===== config.mk =====
export PLATFORM = sky130hd
export DESIGN_NAME = dvp_pixel_capture
export DESIGN_NICKNAME = d
export VERILOG_FILES = /design/src/rtl/camera_pkg.sv /design/src/rtl/dvp_sync_tracker.sv /design/src/rtl/dvp_pixel_capture.sv
export SDC_FILE = /design/constraint.sdc
export NUM_CORES = 1
export LEC_CHECK = 0
export CAP_MARGIN = 20
export CORE_ASPECT_RATIO = 0.5
export CORE_MARGIN = 5
export CORE_UTILIZATION = 55
export CTS_CLUSTER_SIZE = 10
export DETAILED_ROUTE_END_ITERATION = 12
export PLACE_DENSITY = 0.83
export SYNTH_ARGS = -nofsm -noshare
export SYNTH_HDL_FRONTEND = slang
export SYNTH_SLANG_ARGS = --single-unit

===== constraint.sdc =====
create_clock -name i_clk -period 10.6 [get_ports i_clk]
set_input_delay 1.59 -clock i_clk [delete_from_list [all_inputs] [get_ports i_clk]]
set_output_delay 1.59 -clock i_clk [all_outputs]
set_load 0.01 [all_outputs]

===== src/rtl/camera_pkg.sv =====
// Shared encodings and helpers for the DVP camera capture path.
package camera_pkg;

  localparam logic [1:0] MODE_RGB565 = 2'd0;
  localparam logic [1:0] MODE_RGB444 = 2'd1;
  localparam logic [1:0] MODE_RAW8   = 2'd2;

  typedef enum logic [1:0] {
    ST_IDLE,
    ST_WAIT_VS,
    ST_BLANK,
    ST_ACTIVE
  } cap_state_e;

  // Repeat the src_w-bit value (held in value[src_w-1:0]) MSB-first to fill ch_w bits, right-aligned.
  function automatic logic [15:0] ch_expand(input logic [7:0] value, input int src_w, input int ch_w);
    logic [15:0] res;
    res = '0;
    for (int i = 0; i < 16; i++)
      if (i < ch_w) res[4'(ch_w - 1 - i)] = value[3'(src_w - 1 - (i % src_w))];
    return res;
  endfunction

endpackage


===== src/rtl/dvp_sync_tracker.sv =====
// Registers the DVP inputs and tracks frame structure; emits frame/line strobes.
module dvp_sync_tracker
  import camera_pkg::*;
#(
  parameter logic VSYNC_POL = 1'b1
) (
  input  logic       clk,
  input  logic       rst,
  input  logic       enable,
  input  logic       vsync,
  input  logic       href,
  input  logic [7:0] pdata,
  output cap_state_e state,
  output logic       href_q,
  output logic [7:0] pdata_q,
  output logic       frame_start,
  output logic       frame_end,
  output logic       line_end
);

  logic vsync_q, href_qq, in_blank;

  assign in_blank = (vsync_q == VSYNC_POL);

  always_ff @(posedge clk or posedge rst) begin
    if (rst) begin
      state   <= ST_IDLE;
      vsync_q <= 1'b0;
      href_q  <= 1'b0;
      href_qq <= 1'b0;
      pdata_q <= '0;
    end else begin
      vsync_q <= vsync;
      href_q  <= href;
      href_qq <= href_q;
      pdata_q <= pdata;
      if (!enable) state <= ST_IDLE;
      else begin
        case (state)
          ST_IDLE:    state <= ST_WAIT_VS;
          ST_WAIT_VS: if (in_blank) state <= ST_BLANK;
          ST_BLANK:   if (!in_blank) state <= ST_ACTIVE;
          ST_ACTIVE:  if (in_blank) state <= ST_BLANK;
          default:    state <= ST_IDLE;
        endcase
      end
    end
  end

  // Strobes decode the cycle in which the state register is about to change.
  assign frame_start = enable && (state == ST_BLANK) && !in_blank;
  assign frame_end   = enable && (state == ST_ACTIVE) && in_blank;
  assign line_end    = (state == ST_ACTIVE) && href_qq && !href_q;

endmodule


===== src/rtl/dvp_pixel_capture.sv =====
// DVP capture front end: unpacks sensor bytes into {R,G,B} pixels with coordinates and error tracking.
module dvp_pixel_capture
  import camera_pkg::*;
#(
  parameter int   H_ACT     = 1280,
  parameter int   V_ACT     = 720,
  parameter int   CH_W      = 8,
  parameter logic VSYNC_POL = 1'b1,
  localparam int  XW        = $clog2(H_ACT + 1),
  localparam int  YW        = $clog2(V_ACT + 1)
) (
  input  logic              i_clk,
  input  logic              i_rst,
  input  logic              i_enable,
  input  logic [1:0]        i_mode,
  input  logic              i_vsync,
  input  logic              i_href,
  input  logic [7:0]        i_pdata,
  input  logic              i_full,
  input  logic              i_clr_err,
  output logic [3*CH_W-1:0] o_rgb,
  output logic              o_valid,
  output logic              o_sof,
  output logic              o_eol,
  output logic [XW-1:0]     o_x,
  output logic [YW-1:0]     o_y,
  output logic [15:0]       o_frame_cnt,
  output logic [15:0]       o_drop_cnt,
  output logic              o_line_err,
  output logic              o_frame_err
);

  localparam logic [XW-1:0] X_MAX  = XW'(H_ACT);
  localparam logic [XW-1:0] X_LAST = XW'(H_ACT - 1);
  localparam logic [YW-1:0] Y_MAX  = YW'(V_ACT);

  cap_state_e      state;
  logic            href_q, frame_start, frame_end, line_end;
  logic [7:0]      pdata_q, byte0;
  logic [1:0]      mode;
  logic            phase, sof_pend, line_ovf, frame_ovf;
  logic [XW-1:0]   x;
  logic [YW-1:0]   y;
  logic            pix_done, in_range, line_err_set, frame_err_set;
  logic [CH_W-1:0] r, g, b;

  dvp_sync_tracker #(.VSYNC_POL(VSYNC_POL)) u_sync (
    .clk(i_clk), .rst(i_rst), .enable(i_enable),
    .vsync(i_vsync), .href(i_href), .pdata(i_pdata),
    .state(state), .href_q(href_q), .pdata_q(pdata_q),
    .frame_start(frame_start), .frame_end(frame_end), .line_end(line_end)
  );

  always_comb begin
    r = CH_W'(ch_expand({3'b0, byte0[7:3]}, 5, CH_W));
    g = CH_W'(ch_expand({2'b0, byte0[2:0], pdata_q[7:5]}, 6, CH_W));
    b = CH_W'(ch_expand({3'b0, pdata_q[4:0]}, 5, CH_W));
    case (mode)
      MODE_RGB444: begin
        r = CH_W'(ch_expand({4'b0, byte0[3:0]}, 4, CH_W));
        g = CH_W'(ch_expand({4'b0, pdata_q[7:4]}, 4, CH_W));
        b = CH_W'(ch_expand({4'b0, pdata_q[3:0]}, 4, CH_W));
      end
      MODE_RAW8: begin
        r = CH_W'(ch_expand(pdata_q, 8, CH_W));
        g = r;
        b = r;
      end
      default: ;
    endcase
  end

  assign pix_done = (state == ST_ACTIVE) && href_q && (mode == MODE_RAW8 || phase);
  assign in_range = (x < X_MAX) && (y < Y_MAX);
  // Overflow bits catch lines/frames longer than nominal even though x/y saturate.
  assign line_err_set  = i_enable && line_end && (phase || x != X_MAX || line_ovf);
  assign frame_err_set = i_enable && frame_end && (y != Y_MAX || frame_ovf);

  always_ff @(posedge i_clk or posedge i_rst) begin
    if (i_rst) begin
      o_rgb <= '0; o_valid <= 1'b0; o_sof <= 1'b0; o_eol <= 1'b0;
      o_x <= '0; o_y <= '0; o_frame_cnt <= '0; o_drop_cnt <= '0;
      o_line_err <= 1'b0; o_frame_err <= 1'b0;
      byte0 <= '0; mode <= MODE_RGB565; phase <= 1'b0; sof_pend <= 1'b0;
      line_ovf <= 1'b0; frame_ovf <= 1'b0; x <= '0; y <= '0;
    end else begin
      o_valid     <= 1'b0;
      o_line_err  <= line_err_set | (o_line_err & ~i_clr_err);
      o_frame_err <= frame_err_set | (o_frame_err & ~i_clr_err);
      if (!i_enable) begin
        phase <= 1'b0; sof_pend <= 1'b0; line_ovf <= 1'b0; frame_ovf <= 1'b0;
        x <= '0; y <= '0;
      end else begin
        if (frame_start) begin
          mode <= i_mode; sof_pend <= 1'b1; line_ovf <= 1'b0; frame_ovf <= 1'b0;
          x <= '0; y <= '0;
        end
        if (state == ST_ACTIVE && href_q) begin
          if (mode != MODE_RAW8) phase <= ~phase;
          if (!phase) byte0 <= pdata_q;
        end else phase <= 1'b0;
        if (pix_done) begin
          if (in_range) begin
            sof_pend <= 1'b0;
            if (i_full) begin
              if (o_drop_cnt != 16'hFFFF) o_drop_cnt <= o_drop_cnt + 16'd1;
            end else begin
              o_valid <= 1'b1; o_rgb <= {r, g, b}; o_x <= x; o_y <= y;
              o_sof <= sof_pend; o_eol <= (x == X_LAST);
            end
          end
          if (x == X_MAX) line_ovf <= 1'b1;
          else x <= x + 1'b1;
        end
        if (line_end) begin
          x <= '0; line_ovf <= 1'b0;
          if (y == Y_MAX) frame_ovf <= 1'b1;
          else y <= y + 1'b1;
        end
        if (frame_end) begin
          x <= '0; y <= '0; frame_ovf <= 1'b0;
          o_frame_cnt <= o_frame_cnt + 16'd1;
        end
      end
    end
  end

endmodule


Word level (Yosys, flattened, before mapping):

Cells that the tools add are included.
W data, S select, Z words.

* bits of input ports: 17
* register bits: 129
* logic and storage cells: 117

* bitwise operators: 7
* reduce and logical (&&, ||, !) cells: 27
* muxes and demuxes: 39
* eq/ne operators: 15
* order comparisons: 2
* add/sub/neg operators: 4

Operators with widths (count)
* $mux W11: 6
* $mux W10: 5
* $pmux W8 S2: 3
* $add A16 B1 Y16 const B: 2
* $eq A11 B11 Y1 const B: 2
* $mux W1: 21
* $ne A16 B16 Y1 const B: 1
* $logic_and A1 B1 Y1: 13
* $add A11 B1 Y11 const B: 1
* $lt A11 B11 Y1 const B: 1
* $ne A11 B11 Y1 const B: 1
* $add A10 B1 Y10 const B: 1
* $eq A10 B10 Y1 const B: 1
* $lt A10 B10 Y1 const B: 1
* $ne A10 B10 Y1 const B: 1
* $eq A2 B2 Y1 const B: 3
* $mux W2: 3
* $ne A3 B2 Y1 const B: 2
* $pmux W2 S3: 1
* $reduce_and A2 Y1: 3
* $reduce_and A5 Y1: 1
* $eq A2 B1 Y1 const B: 2
* $logic_or A1 B1 Y1: 4
* $reduce_and A4 Y1: 1
* other kinds (9): 14

Depth between registers and ports, before layout:

* depth after elaboration: 9
* mapped depth: 9
* mapped depth without buffers: 7

By module:

A second synthesis with hierarchy kept.

* cells, all modules: 516
* area total of the unflattened synthesis: 5676.7 µm²

By module, submodules not included
* dvp_pixel_capture: times used 1, area an instance 5291.3 µm², cells an instance 495, sequential area each 2902.8 µm²
* dvp_sync_tracker: times used 1, area an instance 385.4 µm², cells an instance 21, sequential area each 325.3 µm²

Worst setup path before layout:

No wires, ideal clock.

* path kind: in2reg
* start point: input port i_enable
* end point: register byte0[0]
* arrival: 2.576 ns
* required time: 10.475 ns
* library setup time: 0.125 ns
* stages: 4
* setup slack: 7.900 ns
* path buffers: 1
* cells stage by stage: buf_2 -> nand4_1 -> nor2_1 -> mux2_2

* word-level cells in the longest chain between the ends: 1

Ends and longest elaborated chain
* start: declaration: RTL line dvp_pixel_capture.sv:14 `input logic i_enable,`
* $reduce_and A3 Y1 (no line)
* end signal: assignment: RTL line dvp_pixel_capture.sv:100 `if (!phase) byte0 <= pdata_q;`
* end: declaration: RTL line dvp_pixel_capture.sv:39 `logic [7:0] pdata_q, byte0;`

No other way between the ends.
A chain may end at the register's enable or synchronous reset.

Final worst setup path:

* start point: input port i_enable
* end point: register o_y[6]

* word-level cells in the longest chain between the ends: 1

Ends and longest elaborated chain
* $reduce_and A4 Y1 (no line)
* end signal: assignment: RTL line dvp_pixel_capture.sv:82 `o_x <= '0; o_y <= '0; o_frame_cnt <= '0; o_drop_cnt <= '0;`
* end signal: assignment: RTL line dvp_pixel_capture.sv:108 `o_valid <= 1'b1; o_rgb <= {r, g, b}; o_x <= x; o_y <= y;`
* end: declaration: RTL line dvp_pixel_capture.sv:26 `output logic [YW-1:0] o_y,`

No other way between the ends.

==> impl_metrics.json <==
{
  "outcome": "completed",
  "final_antenna_net_count": 0,
  "hpwl_um": 9070,
  "maxCapViolCount": 0,
  "synth-edff-count": 0,
  "core-area_um2": 10200,
  "finalMaxSlewViolations": 0,
  "grt_pass1_vias": 4498,
  "critPathKind": "in2reg",
  "initial_utilization": 0.565,
  "leakagePower_nw": 3.36,
  "post_cts_resized": 0,
  "tritoncts": "yes",
  "synth.area.top_cells": "dfrtp_1, nand2_1, xnor2_1",
  "dr_total_vias": 4502,
  "die_y_um": 82.5,
  "critPathMaxFanout": 17,
  "finalClockSkew_ps": 10.4,
  "synth_top_area_frac": 0.558,
  "setup_viol": 0,
  "syn_avg_cell_area_um2": 10.5,
  "top_usage_layer": "met2",
  "final_cell_count_no_fill": 800,
  "use_met1": 0.304,
  "final_nets": 672,
  "yosysUniqueCellTypes": 59,
  "htree_levels": 4,
  "relSlewSlack": 0.364,
  "cp_data_arrival_time_ps": 3630,
  "post_cts_buffers": 0,
  "hold_viol_final": 0,
  "hold_path_class": "reg2reg",
  "start_kind": "primary input",
  "ys_seq_area_frac": 0.558,
  "total_power_mw": 1.27,
  "portBuffers": 98,
  "max-clock-path-buffers": 2,
  "grt_first_pass_wirelength_um": 22700,
  "clock_sinks": 129,
  "overflow": 0,
  "wl_um": 13500,
  "syn_inst": 551,
  "clk_pin_slew_ps": 50,
  "synth_area_um2": 5790,
  "worstMarginPinSlew_ps": 948,
  "die_area_um2": 12800,
  "cp.required_ps": 10950,
  "ir_drop_uv": 121,
  "route.detailed.drc": 0,
  "min_period_ps": 3280,
  "clk_latency_ps": 410,
  "tns_ps": 0,
  "cts_hold_buf": 0,
  "synth_nets": 576,
  "maxClockFrequency_ghz": 0.305,
  "area_delta_synth_final_pct": 29.4,
  "ioPinCount": 99,
  "dp.cells": 767,
  "mostFrequentLayoutCells": "dfrtp_1, nand2_1, clkdlybuf4s50_1, nor2_1",
  "synthFlopType": "dfrtp_1",
  "wl_per_cell_um": 16.9,
  "end_kind": "flip-flop",
  "ys_warn_count": 0,
  "fin_crit_sh": 0.310,
  "mostFrequentLayoutCell": "dfrtp_1",
  "ys_async_sr_fraction": 1.00,
  "grt_max_degree": 87,
  "fin_ws_ps": 7320,
  "use_met3": 0.0474,
  "cts-buffers-inserted": 17,
  "die_x_um": 155,
  "ys_ff_latch": 129,
  "antenna_found_initial": 0,
  "cts-root-buf": "clkbuf_16",
  "grt_usage": 0.227,
  "place_ws_ps": 6910,
  "drive_gt1_frac": 0.0924,
  "synth_largest_area_cell": "dfrtp_1",
  "routabilityCongestion": 0.837,
  "first_pass_iters": 5,
  "antennaDiodeCount": 0,
  "grt.met2_usage": 0.369,
  "num_rows": 26,
  "drt-initial-drc-count": 364,
  "via_per_inst": 5.63,
  "p_per_area_nw_per_um2": 170,
  "rsz0062_at_grt": "false"
}
metrics by stage:
step / hold slack (ps) / utilization / cell area [um^2]
after floorplan: 443 / - / 5790
after global placement: 453 / 0.668 / 6840
after detailed placement: 462 / 0.668 / 6840
after CTS: 474 / 0.728 / 7460
after global routing: 499 / 0.731 / 7490
final: 470 / 0.731 / 7490
registers in the layout (all words and copies together) (netlist names), 7 cells and up:
name,cells
byte0,7
o_drop_cnt,16
o_frame_cnt,16
o_rgb,24
o_x,11
o_y,10
u_sync.pdata_q,8
x,11
y,10
cell families after synthesis:
group                      after synthesis  synth area share
and+or+nand+nor                        232             0.208
DFF                                    129             0.558
AOI/OAI and AO/OA                       92             0.104
xor gates and xnor gates                40            0.0605
buffers and inverters                   38            0.0294
muxes                                   12            0.0234
adders and majority gates                8            0.0173
power breakdown:
group          switching, mW  internal, mW
logic                 0.0781        0.0581
registers             0.0213         0.513
clock network          0.209         0.394
routing by layer:
layer | vias to the layer above | part of all wire | wire (um)
met5 | - | 0 | 0
met4 | 0 | 0.017 | 224
met3 | 22 | 0.047 | 630
met2 | 121 | 0.49 | 6580
met1 | 2223 | 0.45 | 6070
li1 | 2136 | - | -
synthesized netlist by cell type (all sizes together), types with 10 or more instances:
| library cell | count |
|---|---|
| clkbuf | 11 |
| buf | 13 |
| a22oi | 16 |
| nand3 | 22 |
| mux2 | 12 |
| and3 | 10 |
| nor2 | 32 |
| nand4 | 17 |
| inv | 14 |
| nand2 | 108 |
| xnor2 | 21 |
| xor2 | 19 |
| o21ai | 37 |
| a21oi | 18 |
| dfrtp | 129 |
final timing paths:
kind                       depth (start not counted)         to  slack [ps]     start
setup reg to reg                                   6     o_y[5]        8250   mode[0]
setup / recovery                                   5     o_y[6]        7320  i_enable
max in group asynchronous                          4     o_y[0]        7890     i_rst
hold reg to reg                                    2    o_x[10]         470   o_x[10]
min in group asynchronous                          2  o_rgb[15]        1580     i_rst
hold / removal                                     2    o_x[10]         470   o_x[10]
layout make-up:
type                    count  area [um^2]
clock inverters             9          129
well taps                 140          175
inverters                  14         55.1
flip-flops and latches    129         3230
multi-input cells         384         2390
repair buffers            101         1020
fillers                   749         2760
clock buffers              23          488
critical path, cell delays in order:
cell,delay (ps)
clkdlybuf4s50_1,750
nand2_1,170
nor4_4,860
nand2_1,160
nand2_1,110
Power figures use the tool's default switching activity.
==> RTL change 1, RTL diff (config.mk and constraints unchanged) <==
The parameter `V_ACT` goes from 720 to 2880.
--- a/src/rtl/dvp_pixel_capture.sv
+++ b/src/rtl/dvp_pixel_capture.sv
@@ -4,5 +4,5 @@
 #(
   parameter int   H_ACT     = 1280,
-  parameter int   V_ACT     = 720,
+  parameter int   V_ACT     = 2880,
   parameter int   CH_W      = 8,
   parameter logic VSYNC_POL = 1'b1,
Ports: changed (resized o_y); port bits go from 99 to 101. The function was not compared with the original's and may differ.
==> RTL change 1 against the original RTL <==
- synthesized area up 0.24%
- non-clock buffer count up 3
- worst setup slack worse by 0.067 ns
- final cell count down 2.4%
- die area up 0.22%
- routed wire length down 5.3%
- sequential cell count up 4
- count of clock-buffer cells in the layout down 2
- critical endpoint is now o_drop_cnt[13]
- global-route usage down 1.2 points
- total power up 4.3%
- final area up 1.8%
- critical path type unchanged
==> RTL change 1: results (changes against the original RTL) <==
| Metric | Value |
|---|---|
| GRT Total Usage | 0.215 (-0.0123) |
| Clkbuf count | 21 (-8.7%) |
| Filler Cells Inserted | 695 (-7.2%) |
| Clock group | 0.000663 W (+10%) |
| Status | complete, no violations |
| Gpl congestion | 0.787 (-6.0%) |
| CP Max Fanout | 14 (-3) |
| Invs w/o clock | 16 (+2) |
| Fraction of area in multi-input gates | 0.305 (-0.0137) |
| Buffers excl. clock | 104 (+3.0%) |
| Global Route met2 Usage | 0.347 (-0.0221) |
| Vias per Instance | 5.58 (-0.91%) |
| Layout cells sized above 1 | 0.125 (+0.0324) |
| Data arrival, critical path | 3.69 ns (+0.06 ns) |
| Nets | 653 (-2.8%) |
| Comb_multi_in | 356 (-7.3%) |
| Non-clk buf share | 0.138 (+0.00126) |
| Leakage | 3.39 nW (+0.88%) |
| Clock network area share | 0.0887 (+0.00630) |
| Metal3 WL | 724 um (+15%) |
| Power in combinational cells | 0.000121 W (-11%) |
| Largest net degree at the start of global routing | 82 (-5.7%) |
| Post-synthesis net count | 548 (-4.9%) |
| First-pass GRT wire length | 21700 um (-4.7%) |
| Peak supply drop | 0.000137 V (+13%) |
| Vias in the first global route | 4298 (-4.4%) |
| Post-synth top cells | dfrtp_1 (133), nand2_1 (63), nor2_1 (41) |
| Switching pwr | 0.000306 W (-0.75%) |
| Met3 Usage GRT | 0.0432 (-0.00416) |
| Pwr dens | 174 nW/um^2 (+2.5%) |
| CTS Sinks | 133 (+3.1%) |
| Skew final | 0.00894 ns (-0.00149 ns) |
| M1 GR Usage | 0.288 (-0.0157) |
| Met2 Wirelength | 6190 um (-5.9%) |
| IO buf count | 100 (+2.0%) |
| Synth unique cells | 51 (-14%) |
| FF-to-FF setup slack | 8.10 ns (-0.15 ns) |
| Layout area overhead | 31.3% |
| Seq/total area | 0.437 (+0.00570) |
==> RTL change 1: cell count changes in the layout (fill, tap and decap cells not counted), moves of 5 or more <==
cell,delta
nor3_2,+5
mux2_2,+21
nand2_1,-44
a21oi_1,-9
xnor2_1,-6
nand3_1,+5
o21ai_0,+10
nor2_1,+10
xor2_1,+7
o21ai_1,-10
==> RTL change 1: cells by family after synthesis <==
logic type,Yosys count,share of synthesized area
simple gates,190,0.165
flops,133,0.574
compound gates,83,0.0906
xor+xnor,41,0.0619
buf+inv,34,0.0252
mux,34,0.0660
fa+ha+maj,8,0.0173
==> RTL change 1: worst max-delay path: stages <==
cell and delay [ns]:
clkdlybuf4s50_1 0.77, and4_1 0.29, nand3_1 0.42, nor4_1 0.44, xor2_1 0.17
==> RTL change 1: final timing paths <==
check                                    end  startpoint  cells past startpoint
max                           o_drop_cnt[13]    i_enable                      5
min                                o_rgb[22]   o_rgb[22]                      2
max reg2reg                   o_drop_cnt[13]     mode[0]                      7
min reg2reg                        o_rgb[22]   o_rgb[22]                      2
max in group asynchronous               y[9]       i_rst                      4
min in group asynchronous  u_sync.pdata_q[6]       i_rst                      2
==> RTL change 1: metrics by stage <==
| step | total power [W] | instances | hold slack [ns] | setup WS, ns | utilization |
|---|---|---|---|---|---|
| 6_report | 0.00133 | 781 | 0.476 | 7.25 | 0.743 |
| 5_1_grt | 0.00138 | 781 | 0.508 | 6.95 | 0.743 |
| 4_1_cts | 0.00134 | 780 | 0.473 | 7.25 | 0.741 |
| 3_5_place_dp | 0.000672 | 748 | 0.453 | 6.86 | 0.675 |
| 3_3_place_gp | 0.000668 | 748 | 0.457 | 6.90 | 0.675 |
| 2_1_floorplan | 0.000631 | 523 | 0.418 | 5.46 | - |
==> RTL change 2, RTL diff (config.mk and constraints unchanged) <==
Without the edit above. Register the output `o_rgb` once more, cleared by the reset; this adds one clock of latency there. The other outputs are not delayed to match.
--- a/src/rtl/dvp_pixel_capture.sv
+++ b/src/rtl/dvp_pixel_capture.sv
@@ -34,4 +34,6 @@
   localparam logic [XW-1:0] X_LAST = XW'(H_ACT - 1);
   localparam logic [YW-1:0] Y_MAX  = YW'(V_ACT);
+
+  logic [3*CH_W-1:0] o_rgb_s0;
 
   cap_state_e      state;
@@ -79,5 +81,5 @@
   always_ff @(posedge i_clk or posedge i_rst) begin
     if (i_rst) begin
-      o_rgb <= '0; o_valid <= 1'b0; o_sof <= 1'b0; o_eol <= 1'b0;
+      o_rgb_s0 <= '0; o_valid <= 1'b0; o_sof <= 1'b0; o_eol <= 1'b0;
       o_x <= '0; o_y <= '0; o_frame_cnt <= '0; o_drop_cnt <= '0;
       o_line_err <= 1'b0; o_frame_err <= 1'b0;
@@ -106,5 +108,5 @@
               if (o_drop_cnt != 16'hFFFF) o_drop_cnt <= o_drop_cnt + 16'd1;
             end else begin
-              o_valid <= 1'b1; o_rgb <= {r, g, b}; o_x <= x; o_y <= y;
+              o_valid <= 1'b1; o_rgb_s0 <= {r, g, b}; o_x <= x; o_y <= y;
               o_sof <= sof_pend; o_eol <= (x == X_LAST);
             end
@@ -126,4 +128,12 @@
   end
 
+  always_ff @(posedge i_clk or posedge i_rst) begin
+    if (i_rst) begin
+      o_rgb <= '0;
+    end else begin
+      o_rgb <= o_rgb_s0;
+    end
+  end
+
 endmodule
 
Check against the original RTL: not equivalent (Yosys sat finds a counterexample within 10 cycles, from zero or initial values and one cycle with i_rst high).
==> RTL change 2 against the original RTL <==
- sequential share of layout area is 5.1 points higher
- final area grew 6.0%
- synthesized area increased by 8.4%
- routed wire length is 3.5% lower
- sequential cell count up 24
- clock power fell by 3%
- total power increased by 5.7%
- worst setup slack worse by 0.42 ns
- largest cell class unchanged
- largest power group is now registers
==> RTL change 2: results (changes against the original RTL) <==
| Metric | Value |
|---|---|
| Skew final | 0.0120 ns (+0.00158 ns) |
| Data arrival, critical path | 4.02 ns (+0.39 ns) |
| Status | complete, no violations |
| Largest regs | o_rgb: 24 flops, o_rgb_s0: 24 flops |
| Seq/Total Area, Yosys | 0.610 (+0.0523) |
| Gpl congestion | 0.796 (-5.0%) |
| First-pass GRT wire length | 22000 um (-3.2%) |
| Global Route met2 Usage | 0.319 (-0.0501) |
| Vias in the first global route | 4474 (-0.53%) |
| Fraction of area in multi-input gates | 0.289 (-0.0305) |
| Drt first-iter violations | 230 (-37%) |
| Syn avg cell area | 11.6 um^2 (+11%) |
| Post-synthesis net count | 564 (-2.1%) |
| Dpl ws | 6.49 ns (-0.423 ns) |
| Clock group | 0.000585 W (-3%) |
| Power in combinational cells | 0.000129 W (-5%) |
| Num sequential | 153 (+19%) |
| Comb_multi_in | 351 (-8.6%) |
| Logic pwr share | 0.096 (-0.011) |
| Non-clk buf share | 0.127 (-0.00937) |
| Synth Area in Compound Gates | 0.0835 (-0.0205) |
| Leakage | 3.58 nW (+6.4%) |
| Peak supply drop | 0.000125 V (+3.4%) |
| Largest net degree at the start of global routing | 80 (-8.0%) |
| Clkbuf count | 19 (-17%) |
[RTL change 2: changes by cell type in the layout (fill, tap and decap cells not counted), sizes merged, moves of 2 or more]
cell	change
nand2	-46
dfrtp	+24
clkinv	+2
o21a	-3
clkbuf	-4
mux2	+18
nor2b	+4
clkinvlp	+2
nand4	-2
a41oi	-3
nor3	+2
and3	-3
xnor2	-2
[RTL change 2: final timing paths]
kind / startpoint / endpoint / slack (ns) / cells after the start
max: i_enable / o_eol / 6.89 / 5
min: o_rgb_s0[0] / o_rgb[0] / 0.37 / 0
max reg2reg: mode[0] / o_eol / 7.79 / 6
min reg2reg: o_rgb_s0[0] / o_rgb[0] / 0.37 / 0
max in group asynchronous: i_rst / o_frame_err / 7.53 / 3
min in group asynchronous: i_rst / o_rgb[11] / 1.65 / 2
